`config.mk`:
```
export PLATFORM = sky130hd
export DESIGN_NAME = pc_fetch_unit_flat
export DESIGN_NICKNAME = d
export VERILOG_FILES = /design/src/rtl/fetch_pkg.sv /design/src/rtl/pc_fetch_unit_if.sv /design/src/rtl/fetch_pc_reg.sv /design/src/rtl/pc_fetch_unit.sv /design/src/flat_wrapper.sv
export SDC_FILE = /design/constraint.sdc
export NUM_CORES = 1
export LEC_CHECK = 0
export ABC_AREA = 1
export BUFFER_PORTS_ARGS = -buffer_cell sky130_fd_sc_hd__buf_4
export CORE_MARGIN = 2
export CORE_UTILIZATION = 57
export CTS_CLUSTER_DIAMETER = 150
export DETAILED_ROUTE_END_ITERATION = 16
export HOLD_SLACK_MARGIN = 0.08
export PLACE_DENSITY = 0.95
export REMOVE_ABC_BUFFERS = 1
export SLEW_MARGIN = 15
export SYNTH_ARGS = -nofsm -noshare
export SYNTH_HDL_FRONTEND = slang
export SYNTH_SLANG_ARGS = --single-unit
```
`constraint.sdc`:
```
create_clock -name clk -period 10.3 [get_ports clk]
set_input_delay 0.515 -clock clk [delete_from_list [all_inputs] [get_ports clk]]
set_output_delay 0.515 -clock clk [all_outputs]
set_load 0.01 [all_outputs]
```
`src/rtl/fetch_pkg.sv`:
```
// Shared types and constants for the instruction fetch unit.
package fetch_pkg;

  typedef enum logic [1:0] {
    REQ,
    WAIT,
    HOLD
  } fetch_state_t;

  localparam logic [31:0] NOP_INST   = 32'h0000_0013;
  localparam int unsigned INST_BYTES = 4;

endpackage

```
`src/rtl/pc_fetch_unit_if.sv`:
```
// Fetch unit bus: redirect input, instruction-memory handshake and decode-side outputs.
// if_misalign exists only when FETCH_MISALIGN_TRAP_EN is defined.
interface pc_fetch_unit_if #(
  parameter int unsigned WordSize = 32
);

  logic                stall;
  logic                branch_taken;
  logic [WordSize-1:0] branch_addr;
  logic                imem_req_valid;
  logic [WordSize-1:0] imem_req_addr;
  logic                imem_req_ready;
  logic                imem_resp_valid;
  logic [WordSize-1:0] imem_resp_data;
  logic                if_valid;
  logic [WordSize-1:0] if_pc;
  logic [WordSize-1:0] if_inst;
`ifdef FETCH_MISALIGN_TRAP_EN
  logic                if_misalign;

  modport master (
    input  stall, branch_taken, branch_addr, imem_req_ready, imem_resp_valid, imem_resp_data,
    output imem_req_valid, imem_req_addr, if_valid, if_pc, if_inst, if_misalign
  );

  modport slave (
    output stall, branch_taken, branch_addr, imem_req_ready, imem_resp_valid, imem_resp_data,
    input  imem_req_valid, imem_req_addr, if_valid, if_pc, if_inst, if_misalign
  );
`else
  modport master (
    input  stall, branch_taken, branch_addr, imem_req_ready, imem_resp_valid, imem_resp_data,
    output imem_req_valid, imem_req_addr, if_valid, if_pc, if_inst
  );

  modport slave (
    output stall, branch_taken, branch_addr, imem_req_ready, imem_resp_valid, imem_resp_data,
    input  imem_req_valid, imem_req_addr, if_valid, if_pc, if_inst
  );
`endif

endinterface

```
`src/rtl/fetch_pc_reg.sv`:
```
// Program counter register: +4 increment on request acceptance, redirect has priority.
module fetch_pc_reg
  import fetch_pkg::*;
#(
  parameter int unsigned         WordSize    = 32,
  parameter logic [WordSize-1:0] ResetVector = '0
) (
  input  logic                clk,
  input  logic                rst,
  input  logic                inc_i,
  input  logic                redirect_i,
  input  logic [WordSize-1:0] target_i,
  output logic [WordSize-1:0] pc_o
);

  logic [WordSize-1:0] pc_d, pc_q;

  always_comb begin
    pc_d = pc_q;
    if (redirect_i) begin
      pc_d = target_i;
    end else if (inc_i) begin
      pc_d = pc_q + WordSize'(INST_BYTES);
    end
  end

  always_ff @(posedge clk or posedge rst) begin
    if (rst) begin
      pc_q <= ResetVector;
    end else begin
      pc_q <= pc_d;
    end
  end

  assign pc_o = pc_q;

endmodule

```
`src/rtl/pc_fetch_unit.sv`:
```
// Fetch FSM: one outstanding imem request, stale-response drop, registered decode outputs.
// Optional misaligned-redirect trap enabled by FETCH_MISALIGN_TRAP_EN.
module pc_fetch_unit
  import fetch_pkg::*;
#(
  parameter int unsigned         WordSize    = 32,
  parameter logic [WordSize-1:0] ResetVector = '0
) (
  input  logic                    clk,
  input  logic                    rst,
  pc_fetch_unit_if.master         fetch_io
);

  fetch_state_t        state_q;
  logic                drop_q;
  logic                halt_q;
  logic                req_valid_q;
  logic [WordSize-1:0] req_pc_q;
  logic                if_valid_q;
  logic [WordSize-1:0] if_pc_q;
  logic [WordSize-1:0] if_inst_q;
  logic [WordSize-1:0] pc;
  logic                accept;
  logic                mis_redirect;

  assign accept = req_valid_q & fetch_io.imem_req_ready;

`ifdef FETCH_MISALIGN_TRAP_EN
  assign mis_redirect = fetch_io.branch_taken & (|fetch_io.branch_addr[1:0]);
`else
  assign mis_redirect = 1'b0;
`endif

  fetch_pc_reg #(
    .WordSize   (WordSize),
    .ResetVector(ResetVector)
  ) u_pc_reg (
    .clk       (clk),
    .rst       (rst),
    .inc_i     (accept),
    .redirect_i(fetch_io.branch_taken),
    .target_i  (fetch_io.branch_addr),
    .pc_o      (pc)
  );

  always_ff @(posedge clk or posedge rst) begin
    if (rst) begin
      state_q     <= REQ;
      drop_q      <= 1'b0;
      halt_q      <= 1'b0;
      req_valid_q <= 1'b0;
      req_pc_q    <= ResetVector;
      if_valid_q  <= 1'b0;
      if_pc_q     <= ResetVector;
      if_inst_q   <= WordSize'(NOP_INST);
    end else if (mis_redirect) begin
      // Trap: deliver a NOP tagged with the bad target and stop fetching until a fresh redirect.
      state_q     <= HOLD;
      drop_q      <= 1'b0;
      halt_q      <= 1'b1;
      req_valid_q <= 1'b0;
      if_valid_q  <= 1'b1;
      if_pc_q     <= fetch_io.branch_addr;
      if_inst_q   <= WordSize'(NOP_INST);
    end else begin
      unique case (state_q)
        REQ: begin
          if (fetch_io.branch_taken) begin
            halt_q      <= 1'b0;
            req_valid_q <= 1'b0;
            if (accept) begin
              drop_q  <= 1'b1;
              state_q <= WAIT;
            end
          end else if (accept) begin
            req_pc_q    <= pc;
            req_valid_q <= 1'b0;
            state_q     <= WAIT;
          end else if (!halt_q) begin
            req_valid_q <= 1'b1;
          end
        end
        WAIT: begin
          if (fetch_io.branch_taken) begin
            if (fetch_io.imem_resp_valid) begin
              drop_q      <= 1'b0;
              req_valid_q <= 1'b1;
              state_q     <= REQ;
            end else begin
              drop_q <= 1'b1;
            end
          end else if (fetch_io.imem_resp_valid) begin
            if (drop_q) begin
              drop_q      <= 1'b0;
              req_valid_q <= 1'b1;
              state_q     <= REQ;
            end else begin
              if_valid_q <= 1'b1;
              if_pc_q    <= req_pc_q;
              if_inst_q  <= fetch_io.imem_resp_data;
              state_q    <= HOLD;
            end
          end
        end
        HOLD: begin
          if (fetch_io.branch_taken || !fetch_io.stall) begin
            if_valid_q  <= 1'b0;
            req_valid_q <= fetch_io.branch_taken | ~halt_q;
            halt_q      <= halt_q & ~fetch_io.branch_taken;
            state_q     <= REQ;
          end
        end
        default: state_q <= REQ;
      endcase
    end
  end

  assign fetch_io.imem_req_valid = req_valid_q;
  assign fetch_io.imem_req_addr  = pc;
  assign fetch_io.if_valid       = if_valid_q;
  assign fetch_io.if_pc          = if_pc_q;
  assign fetch_io.if_inst        = if_inst_q;
`ifdef FETCH_MISALIGN_TRAP_EN
  // halt_q is only set by a trap, so a valid output while halted is the trap NOP.
  assign fetch_io.if_misalign    = halt_q & if_valid_q;
`endif

endmodule
```
`src/flat_wrapper.sv`:
```
// flat-port wrapper written by rule: the top's interface ports become plain ports
module pc_fetch_unit_flat import fetch_pkg::*;
#(
  parameter int unsigned         WordSize    = 32,
  parameter logic [WordSize-1:0] ResetVector = '0
)
  (clk, rst, fetch_io_stall, fetch_io_branch_taken, fetch_io_branch_addr, fetch_io_imem_req_ready, fetch_io_imem_resp_valid, fetch_io_imem_resp_data, fetch_io_imem_req_valid, fetch_io_imem_req_addr, fetch_io_if_valid, fetch_io_if_pc, fetch_io_if_inst);
  pc_fetch_unit_if #(.WordSize(WordSize)) fetch_io_i ();
  input  logic clk;
  input  logic rst;
  input wire logic [$bits(fetch_io_i.stall)-1:0] fetch_io_stall;
  input wire logic [$bits(fetch_io_i.branch_taken)-1:0] fetch_io_branch_taken;
  input wire logic [$bits(fetch_io_i.branch_addr)-1:0] fetch_io_branch_addr;
  input wire logic [$bits(fetch_io_i.imem_req_ready)-1:0] fetch_io_imem_req_ready;
  input wire logic [$bits(fetch_io_i.imem_resp_valid)-1:0] fetch_io_imem_resp_valid;
  input wire logic [$bits(fetch_io_i.imem_resp_data)-1:0] fetch_io_imem_resp_data;
  output wire logic [$bits(fetch_io_i.imem_req_valid)-1:0] fetch_io_imem_req_valid;
  output wire logic [$bits(fetch_io_i.imem_req_addr)-1:0] fetch_io_imem_req_addr;
  output wire logic [$bits(fetch_io_i.if_valid)-1:0] fetch_io_if_valid;
  output wire logic [$bits(fetch_io_i.if_pc)-1:0] fetch_io_if_pc;
  output wire logic [$bits(fetch_io_i.if_inst)-1:0] fetch_io_if_inst;
  assign fetch_io_i.stall = fetch_io_stall;
  assign fetch_io_i.branch_taken = fetch_io_branch_taken;
  assign fetch_io_i.branch_addr = fetch_io_branch_addr;
  assign fetch_io_i.imem_req_ready = fetch_io_imem_req_ready;
  assign fetch_io_i.imem_resp_valid = fetch_io_imem_resp_valid;
  assign fetch_io_i.imem_resp_data = fetch_io_imem_resp_data;
  assign fetch_io_imem_req_valid = fetch_io_i.imem_req_valid;
  assign fetch_io_imem_req_addr = fetch_io_i.imem_req_addr;
  assign fetch_io_if_valid = fetch_io_i.if_valid;
  assign fetch_io_if_pc = fetch_io_i.if_pc;
  assign fetch_io_if_inst = fetch_io_i.if_inst;
  pc_fetch_unit #(.WordSize(WordSize), .ResetVector(ResetVector)) u_core (.clk(clk), .rst(rst), .fetch_io(fetch_io_i));
endmodule
```
## After elaboration in Yosys (flattened, before gate mapping)

Index checks and enable logic that the tools add are counted.

| cells by class | value |
|---|---|
| bitwise gates (word level) | 6 |
| reductions and logical operators | 15 |
| add/subtract/negate cells | 1 |
| equality and inequality tests | 11 |
| mux-type cells | 32 |

Operator list:

| cell | count |
|---|---|
| 32-bit two-way mux | 2 |
| 32-bit by 3-bit adder with 32-bit output, second input constant | 1 |
| 1-bit two-way mux | 19 |
| 2-bit two-way mux | 6 |
| 5-bit AND reduction | 2 |
| 3-bit AND reduction | 3 |
| 2-bit inequality test, second input constant | 4 |
| 4-bit AND reduction | 2 |
| 2-bit nonzero test | 4 |
| 1-bit one-hot mux with 2 select lines | 3 |
| 2-bit one-hot mux with 3 select lines | 1 |
| 2-bit by 1-bit inequality test with 1-bit output, second input constant | 2 |
| 4-bit inequality test, second input constant | 1 |
| 3-bit by 2-bit inequality test with 1-bit output, second input constant | 1 |
| 3-bit inequality test, second input constant | 1 |
| 1-bit NOT | 3 |
| 1-bit one-hot mux with 3 select lines | 1 |
| 3-bit nonzero test | 1 |
| 1-bit bitwise AND | 2 |
| 2-bit by 1-bit == test with 1-bit output, second input constant | 1 |
| 2-bit == test, second input constant | 1 |
| 2-bit zero test | 1 |
| 1-bit zero test | 1 |
| 1-bit logical OR | 1 |
| 1-bit bitwise OR | 1 |

| word-level totals | value |
|---|---|
| logic and storage cells | 74 |
| input port bits | 70 |
| bits in registers | 134 |
| output and inout bits | 98 |

## Depth between registers and ports, before layout

| depth | value |
|---|---|
| depth after elaboration | 4 |
| gate-level depth with buffers | 9 |
| gate-level depth less buffers | 9 |

## By module

A second synthesis with hierarchy kept.

| second synthesis, totals | value |
|---|---|
| cell total of the unflattened synthesis | 792 |
| area total of the unflattened synthesis | 6,402.4 µm² |

By module, submodules not included:

| module | area each (µm²) | times used | sequential area each (µm²) | cells an instance |
|---|---|---|---|---|
| pc_fetch_unit | 4,201.5 | 1 | 2,556.2 | 479 |
| fetch_pc_reg | 2,200.9 | 1 | 800.8 | 313 |

## Worst setup path before layout

OpenSTA, ideal clock, no wires.

| timing path | value |
|---|---|
| path type | input port to flip-flop |
| start | input port fetch_io_branch_taken |
| end | register u_core.if_pc_q[10] (netlist: u_core.fetch_io.if_pc[10]) |
| required time | 10,175 ps |
| path buffers | 3 |
| setup slack | 8,760 ps |
| cell stages on the path | 6 |
| library setup time | 125 ps |
| arrival | 1,415 ps |
| cell sequence | buf_6 > nor2_4 > nand3_2 > buf_6 > buf_6 > mux2_4 |

| on the way | value |
|---|---|
| longest elaborated chain between the ends | 2 |

Ends and longest elaborated chain:

| element | RTL line | source |
|---|---|---|
| start: declaration | flat_wrapper.sv:12 | `input wire logic [$bits(fetch_io_i.branch_taken)-1:0] fetch_io_branch_taken;` |
| 1-bit NOT (no line) | n/a |  |
| 4-bit AND reduction (no line) | n/a |  |
| end signal: assignment | pc_fetch_unit.sv:54 | `if_pc_q <= ResetVector;` |
| end signal: assignment | pc_fetch_unit.sv:63 | `if_pc_q <= fetch_io.branch_addr;` |
| end signal: assignment | pc_fetch_unit.sv:99 | `if_pc_q <= req_pc_q;` |
| end: declaration | pc_fetch_unit.sv:20 | `logic [WordSize-1:0] if_pc_q;` |

Every way passes these cells.
A chain may end at the register's enable or synchronous reset.

## Worst setup path after layout

| timing path | value |
|---|---|
| start | register u_core.state_q[1] |
| end | register u_core.if_inst_q[30] (netlist: u_core.fetch_io.if_inst[30]) |

| on the way | value |
|---|---|
| longest elaborated chain between the ends | 2 |

Ends and longest elaborated chain:

| element | RTL line | source |
|---|---|---|
| start: declaration | pc_fetch_unit.sv:14 | `fetch_state_t state_q;` |
| start signal: assignment | pc_fetch_unit.sv:48 | `state_q <= REQ;` |
| start signal: assignment | pc_fetch_unit.sv:58 | `state_q <= HOLD;` |
| start signal: assignment | pc_fetch_unit.sv:73 | `state_q <= WAIT;` |
| 2-bit by 1-bit == test with 1-bit output | pc_fetch_unit.sv:66 | `unique case (state_q)` |
| 4-bit AND reduction (no line) | n/a |  |
| end signal: assignment | pc_fetch_unit.sv:55 | `if_inst_q <= WordSize'(NOP_INST);` |
| end signal: assignment | pc_fetch_unit.sv:64 | `if_inst_q <= WordSize'(NOP_INST);` |
| end signal: assignment | pc_fetch_unit.sv:100 | `if_inst_q <= fetch_io.imem_resp_data;` |
| end: declaration | pc_fetch_unit.sv:21 | `logic [WordSize-1:0] if_inst_q;` |

Every way passes these cells.

==> run metrics <==
final setup vio count 0; Worst Slack Setup Final 7.95 ns; fin crit period 2.35 ns; WS Path Type register to register; DRT iter0 DRCs 572; commonest cells in the netlist nand2_1, dfrtp_1, o21ai_0, inv_1; GRT Max-Usage Layer met2; Final Hold Vio Count 0; grt met2 use 47.9%; Row Count 38; filler cell count 667; WP data arrival 2.75 ns; pre-CTS WS 7.75 ns; routed len/inst 16.7 um; Final Skew 0.00977 ns; Worst Setup EP u_core.fetch_io.if_inst[30]; CORE AREA 0.0107 sq mm; Vias/cell 5.55; ys flop type dfrtp_1; Final Cycle Share 22.8%; Die H 109 um; total power 2.18 mW; Clk pwr share 25.7%; Initial Utilization 58.1%; register area share after synthesis 53.7%; Clock Path Buffers 2; main combinational cell family by area after synthesis simple AND/OR/NAND/NOR gates; DRC Markers 0; number of global-route vias before repair 5370; GR Util met3 6.69%; Worst setup startpoint u_core.state_q[1]; Max Cap Violations 0; post-synthesis mux area share 12.7%; slowest CP cell nand3_4; FF+latch count, synth 134; Sw Pwr 0.747 mW; run status finished clean; DP Wirelength 10500 um; largest net degree at the start of global routing 89; slew of the pin with the lowest slew margin 1.10 ns; total number of vias 5438; drt pass-1 iters 5; Tot GR Track Use 28.6%; Die X 109 um; Post-Syn Area 0.00625 sq mm; # IOs 168; Inserted Clock Buffers 17; Worst Reg-to-Reg Cells 4; Sink Count 134; Worst EP required 10.70 ns; post_cts resized 0; Antenna Nets Post-Route 0; reg-to-reg critical path startpoint u_core.state_q[1]; Rel. slew slack 26.9%; combinational share of power 33.6%; adder-cell share of the synthesized area 1.20%; R2R setup slack 7.95 ns; first-pass GRT wire length 25900 um; Lkg Pwr 4.16 nW; Synth Warn # 0; top cell type's share of synthesized area 52.5%; routability congestion estimate from global placement 0.912; Syn Area/Cell 9.48 sq um; Mapped Cells 659; Peak Freq 0.425 GHz; worst r2r dst u_core.fetch_io.if_inst[30]; register share of total power 40.7%; CP Capture Type register; met1 global-route usage 34.7%; n_diodes 0; H-tree depth 4; Pint 1.44 mW; Synth Area in XOR/XNOR 0.421%; initial antenna violation count 0; compound-cell area share of the yosys netlist 6.83%; FFs w/ async S/R, synth 100%; area leader, netlist dfrtp_1; startpoint types register; Routed WL 16300 um; die area 0.0118 sq mm; critical-path maximum fanout 67; most frequent cell after synthesis nand2_1; Area contributors post-synth dfrtp_1, nand2_1, mux2_2, mux2_4, o21ai_0; TNS Setup 0 ns; worst min path class input pin to register; Sw Share 34.2%; Syn-to-layout area delta 30.3%; power per cell area 268 mW/mm^2; CP Depth 4; I/O Buffers 167; EDFF count, synth 0; CP Buf/Inv Count 1; max incr delay on CP 0.73 ns; worst path cell trace inv_1, ha_1, nand3_4, mux2_2; Clk pin slew, worst setup/hold paths 0.06 ns; worst-skew pair later-pin latency 0.53 ns; Post-Synth Simple-Gate Area 19.3%; Distinct cells, synth 30; critical path's top delay family simple AND/OR/NAND/NOR gates; share of layout cells above drive strength 1 32.9%; Peak VDD IR 0.158 mV; root buffer cell clkbuf_8; RSZ-0062 raised after global routing false; nets@finish 902; Final Slew Violations 0; grt total ovfl 0; CTS tree done
## power groups by stage
stage	clock network, mW	logic [mW]	registers (mW)
2_1_floorplan	0	0.329	0.925
3_3_place_gp	0	0.695	0.876
3_5_place_dp	0	0.723	0.886
4_1_cts	0.566	0.737	0.884
5_1_grt	0.590	0.803	0.908
6_report	0.562	0.734	0.888
## worst register-to-register path: cells and delay by family, from the launching register on
kind | cells | cell delay, ns
AND/OR/NAND/NOR | 1 | 0.73
multiplexers | 1 | 0.73
flip-flops | 1 | 0.40
adder cells (fa/ha/maj) | 1 | 0.24
buffers and inverters | 1 | 0.13
## logic make-up after synthesis
| family | Yosys count |
|---|---|
| AND/OR/NAND/NOR | 289 |
| AO/OA/AOI/OAI | 81 |
| flip-flops | 134 |
| adder cells (fa/ha/maj) | 6 |
| buffers and inverters | 84 |
| XOR/XNOR | 3 |
| multiplexers | 62 |
## stage by stage
stage,area (sq um),utilization [%],hold WS (ns),cells
after floorplan,6120,-,0.449,638
after CTS,8130,75.7,0.189,979
after global routing,8140,75.7,0.214,979
after detailed placement,7570,70.4,0.473,946
after global placement,7570,70.4,0.465,946
final,8140,75.7,0.195,979
## sequential cells by signal (all words and copies together), names as in the netlist
signal / cells
u_core.req_pc_q: 32
u_core.halt_q: 1
u_core.u_pc_reg.pc_o: 32
u_core.fetch_io.if_pc: 32
u_core.fetch_io.if_inst: 32
u_core.drop_q: 1
u_core.state_q: 2
u_core.fetch_io.if_valid: 1
u_core.fetch_io.imem_req_valid: 1
## worst min-delay path by stage
stage | start | endpoint | depth (start not counted)
finish | fetch_io_branch_addr[1] | u_core.u_pc_reg.pc_o[1] | 3
global route | fetch_io_imem_resp_data[18] | u_core.fetch_io.if_inst[18] | 2
CTS | fetch_io_branch_addr[1] | u_core.u_pc_reg.pc_o[1] | 3
detailed placement | u_core.req_pc_q[28] | u_core.req_pc_q[28] | 2
global placement | u_core.req_pc_q[6] | u_core.req_pc_q[6] | 2
floorplan | u_core.req_pc_q[27] | u_core.req_pc_q[27] | 2
## repair_timing
item | 4_1_cts | 5_1_grt
hold buffers | 1 | 0
buffers inserted | 0 | 0
endpoints found under the hold margin | 43 | 0
## cell type report
cell class	count	area [sq um]	share of cell area (%)
multi-input combinational	441	2530	31.2
inverter	63	241	2.97
clock buffer	17	414	5.09
timing repair buffer	169	1270	15.7
tap	140	175	2.15
sequential	134	3360	41.3
clock inverter	15	139	1.71
## routing by layer
metal  share of wire, %  up-vias  wire (um)
met1                 38     2568       6160
met3                9.3       63       1520
met2                 49      328       8000
met5                  0        -          0
li1                   -     2479          -
met4                4.0        0        659
## cells in the final DEF (no fill, tap or decap), types with 2 or more instances in the layout
cell type  synthesis  final
nand2_1          177    176
buf_4              0    167
dfrtp_1          131    131
o21ai_0           64     64
inv_1             62     61
nor2_1            48     48
nand3_1           48     48
mux2_2            37     37
mux2_4            25     25
clkbuf_16          0     16
a21oi_1            9      9
ha_1               6      6
clkinv_4           0      5
inv_8              0      5
inv_6              0      4
nor2_2             3      3
nand2_2            2      3
nor2_4             3      3
and2_1             3      3
nand4_1            3      3
dfstp_2            3      3
o211ai_1           2      2
o221ai_1           2      2
xor2_1             2      2
No activity file was read; power rests on OpenSTA's default activity.
